===== src/rtl/spi_burst_dispatch.sv =====
// spi_burst_dispatch: queues SPI read/write burst commands and issues them one
// at a time to the RAM controller, guarding each burst with a WAIT watchdog.
module spi_burst_dispatch #(
    parameter int unsigned           CTRL_WIDTH  = 8,
    parameter int unsigned           ADDR_WIDTH  = 32,
    parameter logic [CTRL_WIDTH-1:0] CTRL_WRITE  = 8'h3a,
    parameter logic [CTRL_WIDTH-1:0] CTRL_READ   = 8'h3b,
    parameter int unsigned           QUEUE_DEPTH = 4,
    parameter logic [15:0]           TIMEOUT     = 16'd4096
) (
    input  logic                  sys_clk,
    input  logic                  sys_rst,
    input  logic                  hbc_cal_pass,
    input  logic                  spi_done,
    input  logic [CTRL_WIDTH-1:0] ctrl,
    input  logic [ADDR_WIDTH-1:0] address,
    input  logic                  ram_idle,
    input  logic                  ram_done,
    output logic                  ram_en,
    output logic [ADDR_WIDTH-1:0] ram_addr,
    output logic                  ram_rdwr,
    output logic                  busy,
    output logic                  cmd_drop,
    output logic                  timeout_err
);
    localparam int PTR_W = (QUEUE_DEPTH > 1) ? $clog2(QUEUE_DEPTH) : 1;
    localparam int CNT_W = $clog2(QUEUE_DEPTH + 1);
    localparam logic [CNT_W-1:0] FULL_CNT = CNT_W'(QUEUE_DEPTH);
    // timeout_err is registered, so expiry is decided one count early; this
    // places the pulse exactly TIMEOUT cycles after the ram_en strobe.
    localparam logic [15:0] WD_LAST = TIMEOUT - 16'd2;

    typedef enum logic [1:0] {IDLE, ISSUE, WAIT} state_t;

    state_t              state;
    logic [ADDR_WIDTH:0] mem [QUEUE_DEPTH];
    logic [PTR_W-1:0]    wr_ptr;
    logic [PTR_W-1:0]    rd_ptr;
    logic [CNT_W-1:0]    count;
    logic [15:0]         wd;
    logic                is_read;
    logic                legal;
    logic                full;
    logic                pop;
    logic                accept;
    logic                push;
    logic                drop;

    assign is_read = (ctrl == CTRL_READ);
    assign legal   = (ctrl == CTRL_WRITE) || is_read;
    assign full    = (count == FULL_CNT);
    // The head leaves the queue on the edge that ends the ISSUE cycle.
    assign pop     = (state == ISSUE);
    assign accept  = spi_done && hbc_cal_pass;
    assign push    = accept && legal && (!full || pop);
    assign drop    = accept && !(legal && (!full || pop));
    assign busy    = (state != IDLE) || (count != '0);

    always_ff @(posedge sys_clk) begin
        if (push) mem[wr_ptr] <= {is_read, address};
    end

    always_ff @(posedge sys_clk or posedge sys_rst) begin
        if (sys_rst) begin
            wr_ptr   <= '0;
            rd_ptr   <= '0;
            count    <= '0;
            cmd_drop <= 1'b0;
        end else begin
            cmd_drop <= drop;
            if (push) wr_ptr <= wr_ptr + PTR_W'(1);
            if (pop)  rd_ptr <= rd_ptr + PTR_W'(1);
            case ({push, pop})
                2'b10:   count <= count + CNT_W'(1);
                2'b01:   count <= count - CNT_W'(1);
                default: count <= count;
            endcase
        end
    end

    always_ff @(posedge sys_clk or posedge sys_rst) begin
        if (sys_rst) begin
            state       <= IDLE;
            wd          <= '0;
            ram_en      <= 1'b0;
            ram_addr    <= '0;
            ram_rdwr    <= 1'b0;
            timeout_err <= 1'b0;
        end else begin
            ram_en      <= 1'b0;
            timeout_err <= 1'b0;
            case (state)
                IDLE: begin
                    if ((count != '0) && ram_idle) begin
                        state                <= ISSUE;
                        ram_en               <= 1'b1;
                        {ram_rdwr, ram_addr} <= mem[rd_ptr];
                    end
                end
                ISSUE: begin
                    state <= WAIT;
                    wd    <= '0;
                end
                WAIT: begin
                    if (ram_done) begin
                        state <= IDLE;
                        wd    <= '0;
                    end else if (wd == WD_LAST) begin
                        state       <= IDLE;
                        wd          <= '0;
                        timeout_err <= 1'b1;
                    end else begin
                        wd <= wd + 16'd1;
                    end
                end
                default: state <= IDLE;
            endcase
        end
    end
endmodule


===== config.mk =====
export PLATFORM = sky130hd
export DESIGN_NAME = spi_burst_dispatch
export DESIGN_NICKNAME = d
export VERILOG_FILES = /design/src/rtl/spi_burst_dispatch.sv
export SDC_FILE = /design/constraint.sdc
export NUM_CORES = 1
export LEC_CHECK = 0
export CAP_MARGIN = 20
export CORE_MARGIN = 1.5
export CORE_UTILIZATION = 48
export CTS_CLUSTER_DIAMETER = 80
export CTS_CLUSTER_SIZE = 14
export DETAILED_ROUTE_END_ITERATION = 10
export PLACE_DENSITY = 0.7
export RECOVER_POWER = 25
export REMOVE_ABC_BUFFERS = 1
export SLEW_MARGIN = 20
export SYNTH_ARGS = -nofsm -noshare
export SYNTH_HDL_FRONTEND = slang
export SYNTH_SLANG_ARGS = --single-unit

===== constraint.sdc =====
create_clock -name sys_clk -period 8.4 [get_ports sys_clk]
set_input_delay 2.52 -clock sys_clk [delete_from_list [all_inputs] [get_ports sys_clk]]
set_output_delay 2.52 -clock sys_clk [all_outputs]
set_load 0.02 [all_outputs]

==> reports/summary.md, run 1 <==
The layout cell share with drive strength beyond 1 is 0.218, and the number of global-route vias before repair is 3,968. sky130_fd_sc_hd__edfxtp_1 takes more of the synthesized area than any other cell. The relative area change from synthesis to final layout was 21.2%; the number of design rule violations left after detail routing was 0. In this run the power density over the cells is 305 mW/mm².

The total placed instance area came out at 0.00860 mm². Before antenna repair, the detailed router went through 4 iterations. The tightest hold path in the finished design has a slack of 499 ps. The die width is 128 µm.

In this run the register-to-register setup slack is 4860 ps. Counting the fill cells in the layout gives 1,136. The run gives 13,200 µm as the total wirelength of the detailed-routed design. Dividing the synthesized area by the synthesized cell count gives 18.6 µm². The total number of placement rows was 45. The tools report the startpoint type of the worst setup path as an input port. The first global-routing pass estimated 20,900 µm of wire. Setup violations remaining at the end of the flow were counted as 0. Most common cell in the netlist: sky130_fd_sc_hd__edfxtp_1.

The number of cells traversed by the worst hold path is 1. For the worst setup path, the data arrival time is 4850 ps. For this design the static power due to leakage is 3.21 nW. The number of antenna violations at the first check in global routing was 0; the depth of the worst register-to-register path was 3. The critical path is of the in -> reg type. The number of synthesized register bits works out to 193.

The sink of the worst hold path is count[2]. The core area was 0.0153 mm². Post-CTS repair changed the size of 0 cells. The number of antenna-violating nets in the routed design was 0.

The number of CTS-inserted buffers is 17. The HPWL after detailed placement is 8060 µm. The net count of the finished layout is 554.

Entering global routing, the biggest net connects 40 pins. In the post-synthesis netlist, the biggest area contributors are sky130_fd_sc_hd__edfxtp_1 (52%), sky130_fd_sc_hd__dfrtp_1 (20%), sky130_fd_sc_hd__mux4_2 (9.8%). Kind of path behind the tightest hold check: reg -> reg. From bottom edge to top edge, the die measures 128 µm.

After synthesis the cells add up to 0.00755 mm². Timing would allow up to 208 MHz. The utilization of the core after routing came out at 0.600. The worst reg2reg path endpoint is ram_addr[15]. TritonCTS built the clock tree. With fillers left out, the area of the finished cells amounts to 0.00916 mm². Clock latency on the worst-skew pair, taken at its later pin, is 430 ps.

For this run the aggregate overflow at the end of global routing stands at 0. The run finished, with violations left. The tools report the worst slew margin relative to its limit as -0.915. The quantity of I/O buffers inserted on ports came out at 82.

The routed design uses 6600 µm of met2 wire. The checks that failed: max-capacitance violations, max-slew violations. For the first-iteration detailed-routing DRC count, the log shows 297. For the pin with the worst max-slew slack, the measured transition is 2870 ps. The tools report the number of different library cells in the post-synthesis netlist as 41. The number of setup buffers added after CTS is 0. The most critical setup path has its startpoint at ctrl[2].

The detailed-route vias per instance works out to 5.37. For the final routed database, the setup TNS stands at 0 ps. For the total met3 wirelength after detailed routing, the log shows 687 µm.

CTS built an H-tree with a depth of 4. The overall routing resource usage came out at 0.173. The dominant synthesized flop cell is sky130_fd_sc_hd__edfxtp_1. For the initial core utilization, the log shows 0.495. During synthesis, Yosys emitted a total of 0 warnings.

The congestion estimate from routability-driven global placement came to 0.788. The final count of pins violating max slew came out at 36. The commonest cells after synthesis are sky130_fd_sc_hd__edfxtp_1 (132), sky130_fd_sc_hd__dfrtp_1 (61), sky130_fd_sc_hd__mux2_2 (34), sky130_fd_sc_hd__mux4_2 (33). The tools report the cell count after synthesis as 407. Setup slack closes at 3600 ps. Clock-pin slew was measured on the worst setup and hold paths at 70 ps. The run gives 0.0165 mm² as the total die area.

The part of the Yosys area used for sequential elements was 0.727; the maximum root-to-sink buffer count was 2. The worst setup timing slack at the placement stage was 3140 ps; the post-route minimum period was 4800 ps. The maximum fanout along the worst path is 33, and the worst-case vdd ir drop is 0.182 mV. The worst setup path is captured at a register. The final routed wire length divided by cell count was 18.3 µm. The root buffer cell chosen for the clock tree is sky130_fd_sc_hd__clkbuf_16. The area share of the largest cell type after synthesis is 0.525, and the share of synthesized registers carrying an async set or reset is 0.316. The highest layer used for signal routing is met4. Across the routed clock network, the largest skew measured is 9.18 ps. The tools report the launching point of the worst reg2reg path as rd_ptr[0]. Setup repair after global routing left no endpoint under its margin. The required arrival time at the worst endpoint is 8450 ps, and the number of vias in the routed layout is 3,876. Ratio of final minimum period to clock period: 0.572. In this run the count of I/O pins placed on the die edge is 83. The number of max-cap violations was 1; the number of hold-repair buffers added at the cts stage was 0.

The detailed-routing wirelength on met1 is 5770 µm, and the hold violation total from the final report is 0. The clock drives 193 sinks. In this run, synthesis inferred 132 flip-flops with an integrated enable.

The worst hold path begins at count[2].
-- power breakdown --
part / internal, mW / leakage, nW / switching (mW)
registers: 1.13 / 1.94 / 0.0955
clock network: 0.387 / 0.268 / 0.368
logic: 0.447 / 0.996 / 0.367
total: 1.96 / 3.21 / 0.830
-- routing by layer --
| metal | vias up | GRT usage |
|---|---|---|
| met3 | 14 | 0.0482 |
| met5 | - | 0 |
| met2 | 114 | 0.281 |
| li1 | 1751 | - |
| met4 | 0 | 0.0555 |
| met1 | 1997 | 0.229 |
-- layout by cell type (no fill, tap or decap), types with 2 or more instances in the layout --
cell type / instances
sky130_fd_sc_hd__dfrtp_1: 59
sky130_fd_sc_hd__o21ai_0: 4
sky130_fd_sc_hd__inv_8: 3
sky130_fd_sc_hd__nor2b_1: 2
sky130_fd_sc_hd__nand4bb_1: 2
sky130_fd_sc_hd__nand2_1: 9
sky130_fd_sc_hd__inv_1: 16
sky130_fd_sc_hd__o2bb2ai_1: 2
sky130_fd_sc_hd__nor3_1: 12
sky130_fd_sc_hd__ha_1: 10
sky130_fd_sc_hd__or4_1: 2
sky130_fd_sc_hd__and2_2: 4
sky130_fd_sc_hd__mux4_2: 33
sky130_fd_sc_hd__inv_6: 2
sky130_fd_sc_hd__nor4_1: 5
sky130_fd_sc_hd__nand2b_1: 2
sky130_fd_sc_hd__clkinvlp_4: 3
sky130_fd_sc_hd__edfxtp_1: 132
sky130_fd_sc_hd__clkinv_2: 4
sky130_fd_sc_hd__clkdlybuf4s50_1: 55
sky130_fd_sc_hd__or3_1: 2
sky130_fd_sc_hd__nor2_1: 17
sky130_fd_sc_hd__nand3_1: 8
sky130_fd_sc_hd__dfrtp_2: 2
sky130_fd_sc_hd__clkbuf_16: 17
sky130_fd_sc_hd__dlygate4sd3_1: 27
sky130_fd_sc_hd__xnor2_1: 11
sky130_fd_sc_hd__xor2_1: 3
sky130_fd_sc_hd__clkinv_4: 2
sky130_fd_sc_hd__mux2_2: 34
sky130_fd_sc_hd__a21oi_1: 4
-- registers in the layout, indices dropped and copies added, names as in the netlist, 2 cells and up --
register  flops
wd           16
ram_addr     32
rd_ptr        2
count         3
state         2
wr_ptr        2
mem         132
-- worst max-delay path, cell delays in order --
cell                              delay [ps]
sky130_fd_sc_hd__clkdlybuf4s50_1         420
sky130_fd_sc_hd__nand3b_1                210
sky130_fd_sc_hd__nor4_1                  790
sky130_fd_sc_hd__and2_2                  890
-- worst max path at each step --
stage,end,slack [ps],cells after the start
after floorplan,mem[0][0],3770,3
after global placement,mem[1][25],3240,4
after detailed placement,mem[3][14],3140,4
after CTS,mem[3][15],3600,4
after global routing,mem[2][27],3350,4
final,mem[3][15],3600,4
-- layout make-up --
type | count | area (µm²) | share of cell area
flip-flops and latches | 193 | 5490 | 0.600
well taps | 211 | 264 | 0.0288
clock inverters | 15 | 128 | 0.0139
diodes | 1 | 2.50 | 0.000273
repair buffers | 84 | 832 | 0.0909
clock buffers | 17 | 425 | 0.0465
inverters | 18 | 67.6 | 0.00738
multi-input cells | 183 | 1940 | 0.212
-- logic make-up after synthesis --
| kind of cell | count (synthesis) | share of synthesized area |
|---|---|---|
| compound gates | 17 | 0.0171 |
| xor+xnor | 14 | 0.0162 |
| fa+ha+maj | 11 | 0.0192 |
| buf+inv | 31 | 0.0167 |
| flops | 193 | 0.727 |
| mux | 69 | 0.152 |
| simple gates | 72 | 0.0520 |
-- through the flow --
stage               std cells  power [mW]
floorplan                 394        1.75
global placement          689        2.05
detailed placement        689        2.07
CTS                       721        2.82
global route              721        2.93
finish                    722        2.79
(Power assumes the default switching activity.)
==> inputs of run 2 (changes only) <==
PLACE_DENSITY = 0.72   (was 0.7)
clock period = 4.4 ns   (was 8.4 ns; I/O delays follow)
==> run 2 against run 1 <==
- the run now ends clean
- cell area grew 1.1%
- register-to-register slack worse by 3100 ps
- routed wire length rose by 5.8%
- flip-flop and latch count did not move
- sequential share of layout area shrank 0.65 points
- global-route usage up 1.0 points
- critical path depth stayed put
- non-clock buffer count rose by 7
- final cell count increased by 0.83%
- via count fell by 0.15%
- critical path type is now reg -> out
- largest power group unchanged
==> reports/summary.md, run 2 (same netlist as run 1, synthesis figures left out) <==
Nature of the critical path endpoint: an output pin. On the worst path, the slowest cell contributes a delay of 600 ps. The number of antenna violations at the first check in global routing was 0; the layout filler cell count was 1,095. Data on the critical path arrives at its endpoint at 1840 ps. The startpoint identified for the worst register-to-register timing path is state[0]. The number of antenna-violating nets in the routed design is 0, and the layout cell share with drive strength beyond 1 is 0.224.

Global routing finished with a remaining overflow of 0. Leading cell type in the layout, fill and taps excluded: sky130_fd_sc_hd__edfxtp_1. The run gives 1750 ps as the reg-to-reg setup timing slack. The run gives 43 as the largest net degree at the start of global routing. In the final timing run, aggregate negative setup slack is 0 ps.

The clock passes through at most 2 buffers. In this run, the number of DRC markers left after iteration 0 of detailed routing was 281. The worst hold path begins at ram_addr[26]. In this run the vertical extent of the chip is 128 µm. The flow ran to the end, and the final reports show no timing, DRC or antenna violations. Summed over all cells, the static leakage comes to 3.27 nW.

The critical setup path kind was reg -> out. CTS saw 193 sinks. Register with the most flip-flops: mem. The I/O pin count is 83. The tools report the global placement routability congestion as 0.795. The tools report the area of the multi-input gates as 0.00194 mm².

The area growth from synthesis to layout is 22.5%. The number of hold-repair buffers added at the cts stage was 0. For this run, design rule violations remaining after detail routing come to 0. Summing over every cut layer, the via total after detailed routing is 3,870. The startpoint type of the worst setup path is a register. For the maximum level of the CTS H-tree, the log shows 4.

The path with the worst hold slack has its endpoint at ram_addr[26]. The tools report the relative contribution of sequential cells to total power as 0.436. The ratio of final minimum period to clock period came out at 0.719. Setup repair after global routing left no endpoint under its margin.

The maximum fanout along the worst path was 4; the number of max-cap violations was 0. Measured in cells, the most critical reg-to-reg path has a length of 11. The overall routing resource usage is 0.183, and the buffering stage count on the worst path with inverters included is 2. The switching share of power was 0.290. Traced cell by cell, the critical path runs through inv_1 > ha_1 > nand2_1 > clkdlybuf4s50_1. The combinational cell fraction of total power was 0.277.

The hold violation total from the final report is 0, and the worst slew margin relative to its limit is 0.174. The floorplan step set the die width to 128 µm. The initial core utilization is 0.495. The HPWL after detailed placement is 9130 µm. After detailed routing, the average wire length per cell comes to 19.2 µm. The tools report the number of CTS-inserted buffers as 17. The worst-case IR drop observed on VDD is 0.442 mV.

Power spread over the standard cell area amounts to 589 mW/mm². The root buffer cell was sky130_fd_sc_hd__clkbuf_16. The final setup violation count was 0. The endpoint identified for the worst register-to-register timing path is count[2].

The run gives 1240 ps as the worst setup slack after layout. The number of global-route vias before repair is 4,126. For the pin with the worst max-slew slack, the measured transition is 1240 ps. For the worst-skew pair, the clock arrives at the later sink with an insertion delay of 440 ps. Clock slew seen by the registers of the worst setup and hold paths: 70 ps. The quantity of I/O buffers inserted on ports was 82; the final count of pins violating max slew was 0. In this run the power spent charging and discharging nets is 1.58 mW.

Among all stages on the critical path, the largest delay is contributed by sky130_fd_sc_hd__clkdlybuf4s50_1. The number of antenna diodes is 0, and the count of instances resized after the clock tree is built is 0. Based on the critical path, the design can be clocked at up to 316 MHz.

Before CTS, the worst setup slack after placement is 883 ps. The cell family contributing the most delay on the critical path is buffers and inverters. The kind of path behind the tightest hold check was reg -> reg. The detailed-route vias per instance came out at 5.32. In the layout the commonest cells are sky130_fd_sc_hd__edfxtp_1 (132), sky130_fd_sc_hd__dfrtp_1 (60), sky130_fd_sc_hd__clkdlybuf4s50_1 (56). For the worst setup path, the data required time is 3080 ps. The run gives 0.0153 mm² as the core area. The smallest clock period supported by the final layout is computed as 3160 ps. After the last flow step, the layout net total stands at 561.

The number of cells traversed by the worst hold path was 1. The first TritonRoute pass finished after 4 iterations. The floorplan has 45 rows.

The internal power consumption is 3.87 mW. The run gives 0.287 as the relative contribution of the clock network to total power. The first global-routing pass estimated 22,300 µm of wire. TritonCTS built the clock tree. The largest registers in the layout are mem (132), ram_addr (32), wd (16). The total die area is 0.0165 mm². The number of setup buffers added after CTS is 0. The run gives 0.00549 mm² as the register area. For this block, the routed nets add up to 14,000 µm of wire.

The final worst clock skew was 10.4 ps; the flip-flop count of the largest register, all copies and words added was 132.
==> run 2: cell types whose count changed in the layout (fill, tap and decap cells not counted), moves of 2 or more <==
cell	previous run	this run
sky130_fd_sc_hd__buf_4	1	9
sky130_fd_sc_hd__bufinv_16	0	2
sky130_fd_sc_hd__clkbuf_8	0	2
sky130_fd_sc_hd__clkinv_2	4	0
sky130_fd_sc_hd__inv_6	2	5
sky130_fd_sc_hd__inv_8	3	1
==> run 2: cell type report <==
| cell class | instances | share of cell area |
|---|---|---|
| multi-input combinational | 183 | 0.210 |
| clock inverter | 11 | 0.0150 |
| inverter | 18 | 0.00730 |
| timing repair buffer | 91 | 0.0960 |
| clock buffer | 21 | 0.0497 |
| sequential | 193 | 0.593 |
| tap | 211 | 0.0285 |
==> run 2: worst reg2reg max path, stage by stage, from the launching register on <==
cell and delay (ps):
sky130_fd_sc_hd__dfrtp_1 410, sky130_fd_sc_hd__ha_1 300, sky130_fd_sc_hd__nor4b_1 490, sky130_fd_sc_hd__nor4_1 120, sky130_fd_sc_hd__buf_4 180, sky130_fd_sc_hd__inv_1 60, sky130_fd_sc_hd__ha_1 170, sky130_fd_sc_hd__inv_1 60
sky130_fd_sc_hd__fa_1 370, sky130_fd_sc_hd__xor2_1 150, sky130_fd_sc_hd__nor2_1 120, sky130_fd_sc_hd__xor2_1 150
==> run 2: power by group through the flow <==
stage	combinational (mW)	clock (mW)	sequential [mW]
global route	1.62	1.66	2.42
finish	1.51	1.56	2.38
floorplan	0.746	0	2.59
CTS	1.54	1.59	2.39
global placement	1.50	0	2.42
detailed placement	1.53	0	2.42
==> run 2: through the flow <==
stage	instance area, µm²	util	hold slack (ps)	total power [mW]	std cells
final	9260	0.607	504	5.45	728
after floorplan	7490	-	456	3.34	394
after global routing	9260	0.607	516	5.70	728
after CTS	9260	0.607	507	5.52	728
after detailed placement	8660	0.567	495	3.95	696
after global placement	8660	0.567	471	3.92	696
==> run 2: how the worst max path moves through the flow <==
stage	from	to	slack, ps	cells after the start
after global placement	ctrl[2]	mem[3][11]	940	6
after global routing	state[0]	busy	1170	4
after CTS	state[0]	busy	1220	4
after floorplan	ctrl[2]	mem[0][0]	970	3
after detailed placement	ctrl[2]	mem[3][11]	880	6
final	state[0]	busy	1240	4
==> run 2: routing by layer <==
| layer | vias up | routed length [µm] | GRT usage |
|---|---|---|---|
| met2 | 101 | 6880 | 0.298 |
| met1 | 1991 | 6310 | 0.250 |
| met3 | 13 | 679 | 0.0462 |
| met4 | 0 | 124 | 0.0496 |
| met5 | - | 0 | 0 |
| li1 | 1765 | - | - |
